File: config.mk
export PLATFORM = sky130hd
export DESIGN_NAME = bcd_to_binary
export DESIGN_NICKNAME = d
export VERILOG_FILES = /design/src/rtl/bcd_to_binary_pkg.sv /design/src/rtl/bcd_to_binary.sv
export SDC_FILE = /design/constraint.sdc
export NUM_CORES = 1
export LEC_CHECK = 0
export CAP_MARGIN = 20
export CORE_ASPECT_RATIO = 1.4
export CORE_MARGIN = 1
export CORE_UTILIZATION = 53
export CTS_BUF_LIST = sky130_fd_sc_hd__clkbuf_4 sky130_fd_sc_hd__clkbuf_8
export DETAILED_ROUTE_END_ITERATION = 16
export PLACE_DENSITY = 0.85
export SLEW_MARGIN = 20
export SYNTH_ARGS = -nofsm -noshare
export SYNTH_HDL_FRONTEND = slang
export SYNTH_SLANG_ARGS = --single-unit
File: constraint.sdc
create_clock -name clk_in -period 3.92 [get_ports clk_in]
set_input_delay 0.392 -clock clk_in [delete_from_list [all_inputs] [get_ports clk_in]]
set_output_delay 0.392 -clock clk_in [all_outputs]
set_load 0.005 [all_outputs]
File: src/rtl/bcd_to_binary_pkg.sv
// Shared display-path definitions: converter state encoding, blank digit code
// and default sizing for the BCD/binary converters.
package bcd_to_binary_pkg;

   typedef enum logic [1:0] {
      ST_IDLE = 2'd0,
      ST_BUSY = 2'd1,
      ST_DONE = 2'd2
   } state_t;

   localparam logic [3:0] BCD_BLANK      = 4'hA;
   localparam int         DEF_NUM_DIGITS = 8;
   localparam int         DEF_BIN_WIDTH  = 24;

endpackage

File: src/rtl/bcd_to_binary.sv
// Sequential packed-BCD to binary converter: one digit per cycle, MSD first,
// multiply-by-ten accumulate with leading-blank handling and saturation.
module bcd_to_binary
   import bcd_to_binary_pkg::*;
#(
   parameter int NUM_DIGITS = DEF_NUM_DIGITS,
   parameter int BIN_WIDTH  = DEF_BIN_WIDTH
) (
   input  logic                    clk_in,
   input  logic                    rst_in,
   input  logic                    start,
   input  logic [4*NUM_DIGITS-1:0] bcd_in,
   output logic [BIN_WIDTH-1:0]    binary_out,
   output logic                    busy,
   output logic                    done,
   output logic                    overflow,
   output logic                    err
);

   localparam int ACC_W = 4 * NUM_DIGITS;
   localparam int CNT_W = (NUM_DIGITS > 1) ? $clog2(NUM_DIGITS) : 1;
   localparam int CMP_W = ((ACC_W > BIN_WIDTH) ? ACC_W : BIN_WIDTH) + 1;

   state_t             state;
   logic [ACC_W-1:0]   sreg;
   logic [ACC_W-1:0]   acc;
   logic [CNT_W-1:0]   cnt;
   logic               seen_digit;
   logic               err_acc;

   logic [3:0]         top_d;
   logic [3:0]         d_val;
   logic               seen_next;
   logic               err_next;
   logic [ACC_W-1:0]   acc_next;
   logic [CMP_W-1:0]   acc_ext;
   logic [CMP_W-1:0]   max_ext;
   logic               ovf_next;
   logic               last_digit;

   assign top_d      = sreg[ACC_W-1 -: 4];
   assign last_digit = (cnt == CNT_W'(NUM_DIGITS - 1));

   // Illegal digits contribute zero but still shift the accumulator by a decade.
   always_comb begin
      d_val     = 4'd0;
      seen_next = seen_digit;
      err_next  = err_acc;
      if (top_d <= 4'd9) begin
         d_val     = top_d;
         seen_next = 1'b1;
      end else if (top_d != BCD_BLANK || seen_digit) begin
         err_next  = 1'b1;
      end
      acc_next = (acc << 3) + (acc << 1) + ACC_W'(d_val);
      acc_ext  = CMP_W'(acc_next);
      max_ext  = CMP_W'({BIN_WIDTH{1'b1}});
      ovf_next = (acc_ext > max_ext);
   end

   always_ff @(posedge clk_in) begin
      if (rst_in) begin
         state      <= ST_IDLE;
         sreg       <= '0;
         acc        <= '0;
         cnt        <= '0;
         seen_digit <= 1'b0;
         err_acc    <= 1'b0;
         binary_out <= '0;
         busy       <= 1'b0;
         done       <= 1'b0;
         overflow   <= 1'b0;
         err        <= 1'b0;
      end else begin
         case (state)
            ST_IDLE: begin
               done <= 1'b0;
               if (start) begin
                  sreg       <= bcd_in;
                  acc        <= '0;
                  cnt        <= '0;
                  seen_digit <= 1'b0;
                  err_acc    <= 1'b0;
                  busy       <= 1'b1;
                  state      <= ST_BUSY;
               end
            end
            ST_BUSY: begin
               sreg       <= sreg << 4;
               acc        <= acc_next;
               cnt        <= cnt + CNT_W'(1);
               seen_digit <= seen_next;
               err_acc    <= err_next;
               if (last_digit) begin
                  binary_out <= ovf_next ? {BIN_WIDTH{1'b1}} : acc_ext[BIN_WIDTH-1:0];
                  overflow   <= ovf_next;
                  err        <= err_next;
                  done       <= 1'b1;
                  busy       <= 1'b0;
                  state      <= ST_DONE;
               end
            end
            ST_DONE: begin
               done  <= 1'b0;
               state <= ST_IDLE;
            end
            default: begin
               busy  <= 1'b0;
               done  <= 1'b0;
               state <= ST_IDLE;
            end
         endcase
      end
   end

endmodule

==> flow_summary_export.csv, run 1 <==
group,metric,value,unit
run_status,status,"finished, final reports clean",
flow_run,cap_violations,0,
clocking,numCtsBuffers,9,
cells_and_area,fill_cells,800,
placed_design,gp_congestion,0.9417,
synthesis,synth_ff_type,"dfxtp_1",
clocking,worstSkewPairLatency,0.39,ns
power_and_ir_drop,swShare,0.2792,
sta,whs,0.4698,ns
synthesis,async_flop_share,0,
synthesis,ys_seq_elements,98,
floorplanning,core,10410,sq um
power_and_ir_drop,power_density,273.3,nW/um^2
sta,setup_viol,0,
drt,drt-initial-drc-count,338,
placed_design,dpl.hpwl,10930,microns
global_route,gr-total-overflow,0,
sta,fin_crit,3.809,ns
synthesis,synth_area,5689,sq um
clocking,cts_tree,"built",
floorplanning,die_w,89.57,microns
drt,avgRoutedWirePerCell,18.14,microns
synthesis,synthesis.instances,648,
floorplanning,ioPinCount,63,
clocking,hold_buffers,0,
power_and_ir_drop,p_seq_frac,0.557,
synthesis,avgSynthCellArea,8.780,sq um
global_route,grt.total_usage,0.2866,
sta,hold_viol_final,0,
drt,dr.pass1.iters,5,
floorplanning,die_height,124.6,microns
sta,worst_slack,0.1112,ns
synthesis,seq_area_frac_synth,0.3448,
drt,drt.antenna.violating_nets,0,
sta,finClkSkew,0.01518,ns
drt,routed-via-count,5269,
cells_and_area,synthToLayoutAreaGrowth,20.89,%
synthesis,yosysTopAreaCell,"dfxtp_1",
synthesis,synth_cell_types,53,
clocking,clk_pin_slew,0.11,ns
global_route,grt_pass1_wl,24900,microns
synthesis,ys_top_cells_by_area,"dfxtp_1, ha_1, mux2i_1",
clocking,root_buffer,"clkbuf_8",
clocking,clock_sinks,98,
drt,vias_per_cell,6.199,
sta,final.period_utilization,0.9716,
worst_setup_path,crit_path_end_kind,"register",
worst_setup_path,crit_fanout,5,
sta,slew_headroom,0.5013,
global_route,grt_pass1_vias,5103,
sta,rsz0062_at_grt,"false",
synthesis,synth_edf_count,0,
power_and_ir_drop,ir_worst_vdd,253.3,uV
placed_design,place_worst_setup_slack,-0.03173,ns
power_and_ir_drop,clkPwrFrac,0.347,
hold_path,hp-class,"register to register",
synthesis,synth_top_area_share,0.3448,
power_and_ir_drop,p_int,1355,uW
floorplanning,core.rowCount,44,
sta,slew_viol_final,0,
synthesis,synth_nets,745,
worst_setup_path,crit_type,"register to register",
power_and_ir_drop,p_leak,0.002966,uW
clocking,htreeDepth,3,
sta,tightest_slew,0.7473,ns
worst_setup_path,cp.arrival,4.07,ns
floorplanning,die_area,11160,sq um
worst_setup_path,startpoint_type,"register",
placed_design,io_buffers,62,
clocking,cts.path.max_buffers,2,
power_and_ir_drop,pwr-share-comb,0.095,
synthesis,yosysWarnings,0,
cells_and_area,drive_above_1_share,0.1039,
cells_and_area,num_antenna_cells,0,
worst_setup_path,critPathRequiredTime,4.18,ns
drt,drcViolationCount,0,
sta,max_freq,262.6,MHz
global_route,antenna_found_initial,0,
cells_and_area,nets,804,
floorplanning,start_util,0.5468,
global_route,grt_max_degree,43,
drt,wl,15420,microns
power_and_ir_drop,power.switching,524.8,uW
[power by group through the flow]
stage	Sequential (uW)	Clock [uW]	Combinational, uW
6_report	1050	653	179
5_1_grt	1050	693	196
4_1_cts	1050	657	175
3_5_place_dp	1070	0	172
3_3_place_gp	1070	0	166
2_1_floorplan	1060	0	104
[logic make-up (layout without fill, tap and decap cells)]
group | after synthesis | count (layout) | share of synthesized area
buffers and inverters | 55 | 119 | 0.03893
muxes | 29 | 29 | 0.05102
adders and majority gates | 62 | 62 | 0.1390
and+or+nand+nor | 178 | 178 | 0.1394
AOI/OAI and AO/OA | 199 | 199 | 0.2452
xor gates and xnor gates | 27 | 27 | 0.04156
DFF | 98 | 98 | 0.3448
[worst max-delay path, stage by stage, from the launching register on]
cell       delay (ns)
dfxtp_2          0.34
buf_4            0.13
nor2b_1          0.13
ha_1             0.30
ha_4             0.18
fa_2             0.38
a21o_1           0.18
a221o_2          0.37
a32oi_4          0.19
a211oi_2         0.11
or4_4            0.44
a41o_1           0.23
a2111oi_4        0.26
buf_6            0.20
buf_12           0.14
a41oi_2          0.12
[cell type report]
class	count	area, sq um	share of cell area
clock inverter	7	66.31	0.009642
timing repair buffer	90	890.9	0.1295
clock buffer	9	123.9	0.01801
inverter	13	48.80	0.007095
multi-input combinational	495	3611	0.5250
sequential	98	1964	0.2856
tap	138	172.7	0.02510
[repair_timing]
| item | CTS | global route |
|---|---|---|
| setup buffers | 6 | 2 |
| gates cloned | 2 | 0 |
| pin swaps | 9 | 5 |
| gates resized for setup | 9 | 14 |
| setup endpoints to repair | 25 | 25 |
| hold endpoints to repair | 0 | 0 |
[Yosys cell counts, drive strengths merged, types with 2 or more instances]
cell,number
a21oi,39
nand2b,2
nand2,58
o21bai,6
xor2,11
a41oi,2
clkbuf,38
dfxtp,98
buf,4
and4,5
a21o,6
nand3,7
o22ai,3
nor2b,4
mux2i,29
ha,60
a31oi,4
nand4,7
o21ai,52
or4,3
a211oi,7
a22o,31
a21boi,2
nor2,74
nor3,7
o211ai,6
and2,3
a311oi,25
and3,2
xnor2,16
inv,13
a22oi,4
fa,2
o21a,4
[routing by layer]
metal | GRT usage | vias to the layer above | routed length [microns]
met3 | 0.05169 | 49 | 815
met4 | 0.1391 | 0 | 499
met1 | 0.3513 | 2513 | 6346
met2 | 0.4710 | 198 | 7759
met5 | 0 | - | 0
li1 | - | 2509 | -
[registers in the layout (all words and copies together) (netlist names), 2 cells and up]
| signal | flops |
|---|---|
| cnt | 3 |
| acc | 31 |
| binary_out | 24 |
| sreg | 32 |
| state | 2 |
[per-stage QoR]
step / util / std cells / cell area, sq um / setup TNS, ns / power, uW
finish: 0.6610 / 850 / 6878 / 0 / 1880
global route: 0.6610 / 850 / 6878 / 0 / 1941
CTS: 0.6525 / 848 / 6789 / 0 / 1879
detailed placement: 0.6221 / 824 / 6472 / -0.3281 / 1241
global placement: 0.6221 / 824 / 6472 / 0 / 1233
floorplan: - / 648 / 5689 / 0 / 1168
[cells in the final DEF (no fill, tap or decap), types with 11 or more instances in the layout]
cell	Yosys	layout
dfxtp_1	98	96
mux2i_1	29	29
a311oi_1	25	16
xnor2_1	16	16
ha_1	60	59
clkdlybuf4s50_1	0	62
nor2_1	74	71
o21ai_0	51	50
buf_4	0	23
xor2_1	11	11
inv_1	13	13
nand2_1	58	58
a21oi_1	39	38
a22o_1	31	31
[final timing paths]
| check | start | end | slack, ns | depth (start not counted) |
|---|---|---|---|---|
| worst min register to register | sreg[26] | sreg[26] | 0.47 | 2 |
| worst max-delay path | sreg[30] | binary_out[18] | 0.11 | 15 |
| worst max register to register | sreg[30] | binary_out[18] | 0.11 | 15 |
| worst min-delay path | sreg[26] | sreg[26] | 0.47 | 2 |
No activity file was read; power rests on OpenSTA's default activity.
==> inputs of run 2 (changes only) <==
--- a/config.mk
+++ b/config.mk
@@ -11,6 +11,7 @@
 export CORE_UTILIZATION = 53
 export CTS_BUF_LIST = sky130_fd_sc_hd__clkbuf_4 sky130_fd_sc_hd__clkbuf_8
 export DETAILED_ROUTE_END_ITERATION = 16
+export MAX_ROUTING_LAYER = met4
 export PLACE_DENSITY = 0.85
 export SLEW_MARGIN = 20
 export SYNTH_ARGS = -nofsm -noshare
==> flow_summary_export.csv, run 2 (synthesis gave the netlist of run 1 again) <==
group,metric,value,unit
run_status,status,"finished, final reports clean",
worst_setup_path,crit_fanout,6,
cells_and_area,drive_above_1_share,0.09958,
power_and_ir_drop,p_leak,0.002965,uW
clocking,cts.path.max_buffers,2,
cells_and_area,most-common-layout-cells,"dfxtp_1, nor2_1, clkdlybuf4s50_1",
clocking,worstSkewPairLatency,0.39,ns
placed_design,place_inst,827,
power_and_ir_drop,power_density,272.2,nW/um^2
worst_setup_path,crit_top_cell,"buf_4",
worst_setup_path,crit_type,"register to register",
sta,max_freq,265.4,MHz
worst_setup_path,cp-startpoint,"sreg[29]",
floorplanning,die_w,89.57,microns
global_route,grt_pass1_vias,5235,
global_route,gr-total-overflow,0,
floorplanning,core.rowCount,44,
global_route,antenna_found_initial,0,
clocking,root_buffer,"clkbuf_8",
clocking,clk_pin_slew,0.09,ns
sta,fin_setup_tns,0,ns
cells_and_area,num_antenna_cells,0,
cells_and_area,fin_area,6830,sq um
cells_and_area,synthToLayoutAreaGrowth,20.06,%
drt,drcViolationCount,0,
clocking,numCtsBuffers,9,
drt,dr.pass1.iters,7,
power_and_ir_drop,p_int,1350,uW
drt,drt.antenna.violating_nets,0,
worst_setup_path,crit_path_end_kind,"register",
power_and_ir_drop,clkPwrFrac,0.339,
floorplanning,ioPinCount,63,
sta,tightest_slew,0.7708,ns
sta,hold_viol_final,0,
sta,slew_headroom,0.4856,
placed_design,place_area,6507,sq um
global_route,grt.total_usage,0.3006,
placed_design,place_worst_setup_slack,-0.03044,ns
drt,avgRoutedWirePerCell,18.30,microns
sta,final.period_utilization,0.9610,
drt,routed-via-count,5270,
floorplanning,start_util,0.5468,
cells_and_area,fill_cells,829,
drt,wl,15580,microns
sta,worst_slack,0.1527,ns
worst_setup_path,slowest_stage,"fa_1",
hold_path,min_from,"sreg[27]",
sta,fin_crit,3.767,ns
placed_design,gp_congestion,0.9675,
floorplanning,core,10410,sq um
worst_setup_path,critPathRequiredTime,4.21,ns
power_and_ir_drop,ir_worst_vdd,207.0,uV
cells_and_area,regMostFlops,"sreg",
hold_path,hp-class,"register to register",
global_route,grt_pass1_wl,25270,microns
sta,rsz0062_at_grt,"false",
cells_and_area,largestRegisters,"sreg x32, acc x31, binary_out x24",
sta,finClkSkew,0.01265,ns
sta,whs,0.4640,ns
placed_design,dpl.hpwl,11090,microns
drt,vias_per_cell,6.193,
cells_and_area,largest_reg_flops,32,
power_and_ir_drop,swShare,0.2740,
placed_design,io_buffers,62,
power_and_ir_drop,pwr-share-comb,0.097,
cells_and_area,mostFrequentLayoutCell,"dfxtp_1",
sta,setup_viol,0,
clocking,htreeDepth,3,
worst_setup_path,cp.arrival,4.06,ns
cells_and_area,layoutNonFillerInstCount,851,
drt,drt-initial-drc-count,387,
floorplanning,die_height,124.6,microns
clocking,cts_tree,"built",
clocking,clock_sinks,98,
worst_setup_path,startpoint_type,"register",
global_route,grt_max_degree,43,
sta,slew_viol_final,0,
cells_and_area,nets,806,
floorplanning,die_area,11160,sq um
clocking,hold_buffers,0,
power_and_ir_drop,power.switching,509.5,uW
flow_run,cap_violations,0,
worst_setup_path,reg2reg_from,"sreg[29]",
worst_setup_path,path_cells,"nor2_2, nand2_1, fa_1, inv_2, fa_2, a21o_1, a221o_2, a32oi_4, buf_4, o21ai_1, a311oi_2, a41o_1, a2111oi_4, buf_4, buf_12, a311oi_1",
power_and_ir_drop,p_seq_frac,0.563,
worst_setup_path,slowest_delay,0.50,ns
## run 2: final timing paths
kind	to	slack, ns	cells past startpoint
worst min-delay path	sreg[27]	0.46	2
worst min register to register	sreg[27]	0.46	2
worst max-delay path	binary_out[8]	0.15	16
worst max register to register	binary_out[8]	0.15	16
## run 2: metrics by stage
step             util  total power (uW)
2_1_floorplan       -              1168
3_3_place_gp   0.6254              1236
3_5_place_dp   0.6254              1244
4_1_cts        0.6567              1855
5_1_grt        0.6564              1916
6_report       0.6564              1859
## run 2: per-layer routing
layer	global-route usage	up-vias	share of wire
li1	-	2508	-
met1	0.3438	2514	0.41
met2	0.4951	201	0.50
met3	0.04705	47	0.049
met4	0.1541	0	0.038
met5	-	-	0
## run 2: timing repair
| action | CTS | global route |
|---|---|---|
| buffers inserted | 7 | 4 |
| setup endpoints to repair | 21 | 25 |
| pin swaps | 11 | 8 |
| resized for setup | 6 | 11 |
| endpoints found under the hold margin | 0 | 0 |
| cloned | 2 | 0 |
## run 2: layout make-up
cell class | count | area, sq um | area share
Inverter | 13 | 48.80 | 0.007144
Tap cell | 138 | 172.7 | 0.02528
Sequential cell | 98 | 1963 | 0.2874
Clock inverter | 6 | 52.55 | 0.007694
Multi-Input combinational cell | 495 | 3586 | 0.5250
Timing Repair Buffer | 92 | 883.3 | 0.1293
Clock buffer | 9 | 123.9 | 0.01814
## run 2: critical path: cells and delay by family, from the launching register on
kind                       cells  cell delay [ns]
DFF                            1             0.33
AOI/OAI and AO/OA              8             1.74
adders and majority gates      2             0.85
and+or+nand+nor                2             0.21
buffers and inverters          4             0.53
## run 2: power groups by stage
stage	clock network (uW)	registers [uW]	logic (uW)
finish	631	1050	181
global route	667	1050	198
CTS	632	1050	176
detailed placement	0	1070	175
global placement	0	1070	169
floorplan	0	1060	104
==> patch: new RTL, config.mk and constraints of run 2 <==
Set the package constant `DEF_BIN_WIDTH` to 48 (it was 24).
--- a/src/rtl/bcd_to_binary_pkg.sv
+++ b/src/rtl/bcd_to_binary_pkg.sv
@@ -10,7 +10,7 @@
 
    localparam logic [3:0] BCD_BLANK      = 4'hA;
    localparam int         DEF_NUM_DIGITS = 8;
-   localparam int         DEF_BIN_WIDTH  = 24;
+   localparam int         DEF_BIN_WIDTH  = 48;
 
 endpackage
 
Ports: changed (resized binary_out); port bits go from 63 to 87. No check against the original RTL was run, so the function may have changed too.
==> patch against run 2 <==
- wire length shrank 9.7%
- die area grew 2.8%
- total power grew 4.1%
- synthesized area grew 2.9%
- worst setup slack gained 0.42 ns
- first-iteration DRC count shrank 40%
- cell count grew 3.3%
- design area shrank 0.97%
- sequential cell count grew 7
- largest power group unchanged
==> patch: results (changes against run 2) <==
Drt
  – Initial DRT Pass Iterations: 5 (was 7)
  – Initial DRC count: 234 (was 387)
  – Mean routed wirelength per cell: 16.0 µm (was 18.3 µm)
  – Via count: 5,115 (was 5,270)
  – Final WL: 14,100 µm (was 15,600 µm)

Global routing
  – GRT Resource Usage Total: 25.9% (was 30.1%)
  – First-pass GRT wire length: 23,200 µm (was 25,300 µm)
  – GR Util met3: 4.14% (was 4.71%)
  – Met2 usage: 46.7% (was 49.5%)
  – Routing usage on met1: 27.6% (was 34.4%)
  – Pin count of the biggest net entering global routing: 40 (was 43)

Finish
  – Post-layout net count: 831 (was 806)
  – Largest registers: binary_out: 32 flops, sreg: 32 flops, acc: 31 flops (was sreg: 32 flops, acc: 31 flops, binary_out: 24 flops)
  – Share of post-route cells with drive strength above 1: 4.61% (was 9.96%)
  – Fill cell count: 909 (was 829)

Place
  – Dpl cells: 864 (was 827)
  – Gpl congestion: 0.932 (was 0.968)
  – DP HPWL: 10,600 µm (was 11,100 µm)
  – # port buffers: 69 (was 62)

Run status
  – Outcome: finished, final reports clean (unchanged)

Min path
  – Worst Hold Class: register to register (unchanged)

Yosys
  – Adder-Cell Fraction of Synth Area: 13.5% (was 13.9%)
  – Synth Area in Compound Gates: 20.8% (was 24.5%)
  – Count of cell types in the netlist: 57 (was 53)
  – Seq/Total Area, Yosys: 35.9% (was 34.5%)
  – Post-synthesis mux area share: 4.79% (was 5.10%)
  – Ys flop type: dfxtp_1 (unchanged)
  – Synth cell count leaders: dfxtp_1 (105), nand2_1 (105), o21ai_0 (61) (was dfxtp_1 (98), nor2_1 (74), ha_1 (60))
  – Largest cells by area after synthesis: dfxtp_1 (36%), ha_1 (13%), nand2_1 (6.7%) (was dfxtp_1 (34%), ha_1 (13%), mux2i_1 (5.1%))
  – Post-Synth XOR/XNOR Area: 3.89% (was 4.16%)
  – Syn_area_per_cell: 8.58 µm² (was 8.78 µm²)

Critical path
  – Data arrival time of the critical path: 3.61 ns (was 4.06 ns)
  – Largest stage delay on the critical path: 0.56 ns (was 0.50 ns)
  – R2R setup slack: 0.57 ns (was 0.15 ns)

Clock tree
  – Worst skew pair latency: between 0.3 and 0.4 ns
  – Post-CTS Setup Repair Bufs: 0 (was 7)
  – Clk slew on worst S/H paths: 0.11 ns (was 0.09 ns)
  – Resize count post-CTS: 0 (was 6)

Power and ir drop
  – Lkg Pwr: 2.96 nW (was 2.97 nW)
  – Switch share: 26.9% (was 27.4%)
  – Comb power frac: 9.0% (was 9.7%)
  – Maximum VDD drop: 0.222 mV (was 0.207 mV)
  – Flop pwr share: 57.8% (was 56.3%)

STA
  – Clock skew: 0.0110 ns (was 0.0126 ns)
  – Worst slew pin tran: 0.863 ns (was 0.771 ns)
  – Fin. max-slew vios: 0 (unchanged)
patch: worst paths after layout:
kind                                    from                         end  depth (start not counted)
setup / recovery       sreg[30]$_SDFFE_PP0P_        acc[25]$_SDFFE_PP0P_                         13
setup reg to reg       sreg[30]$_SDFFE_PP0P_        acc[25]$_SDFFE_PP0P_                         13
hold reg to reg   binary_out[8]$_SDFFE_PP0P_  binary_out[8]$_SDFFE_PP0P_                          2
hold / removal    binary_out[8]$_SDFFE_PP0P_  binary_out[8]$_SDFFE_PP0P_                          2
patch: kinds of logic after synthesis:
kind of cell,after synthesis
adders and majority gates,62
xor gates and xnor gates,26
muxes,28
DFF,105
buffers and inverters,64
and+or+nand+nor,204
AOI/OAI and AO/OA,192
other,1
patch: layer usage:
layer	share of wire [%]	wire [µm]	vias up
li1	-	-	2492
met1	41	5750	2414
met2	51	7210	172
met3	4.8	677	37
met4	3.1	429	0
met5	0	0	-
patch: through the flow:
| stage | hold slack [ns] | cell area, µm² | power [mW] | utilization, % | setup slack, ns |
|---|---|---|---|---|---|
| 2_1_floorplan | 0.425 | 5910 | 1.25 | - | 0.963 |
| 3_3_place_gp | 0.437 | 6590 | 1.31 | 61.0 | 0.747 |
| 3_5_place_dp | 0.448 | 6590 | 1.32 | 61.0 | 0.638 |
| 4_1_cts | 0.462 | 6760 | 1.94 | 62.6 | 0.594 |
| 5_1_grt | 0.486 | 6760 | 2.00 | 62.6 | 0.324 |
| 6_report | 0.458 | 6760 | 1.94 | 62.6 | 0.568 |
patch: final cells by class:
cell class              count  area (µm²)  share of cell area, %
clock inverters             6        50.0                  0.740
multi-input cells         529        3500                   51.8
flip-flops and latches    105        2100                   31.1
inverters                  12        45.0                  0.666
well taps                 141         176                   2.61
clock buffers               9         124                   1.83
repair buffers             77         763                   11.3
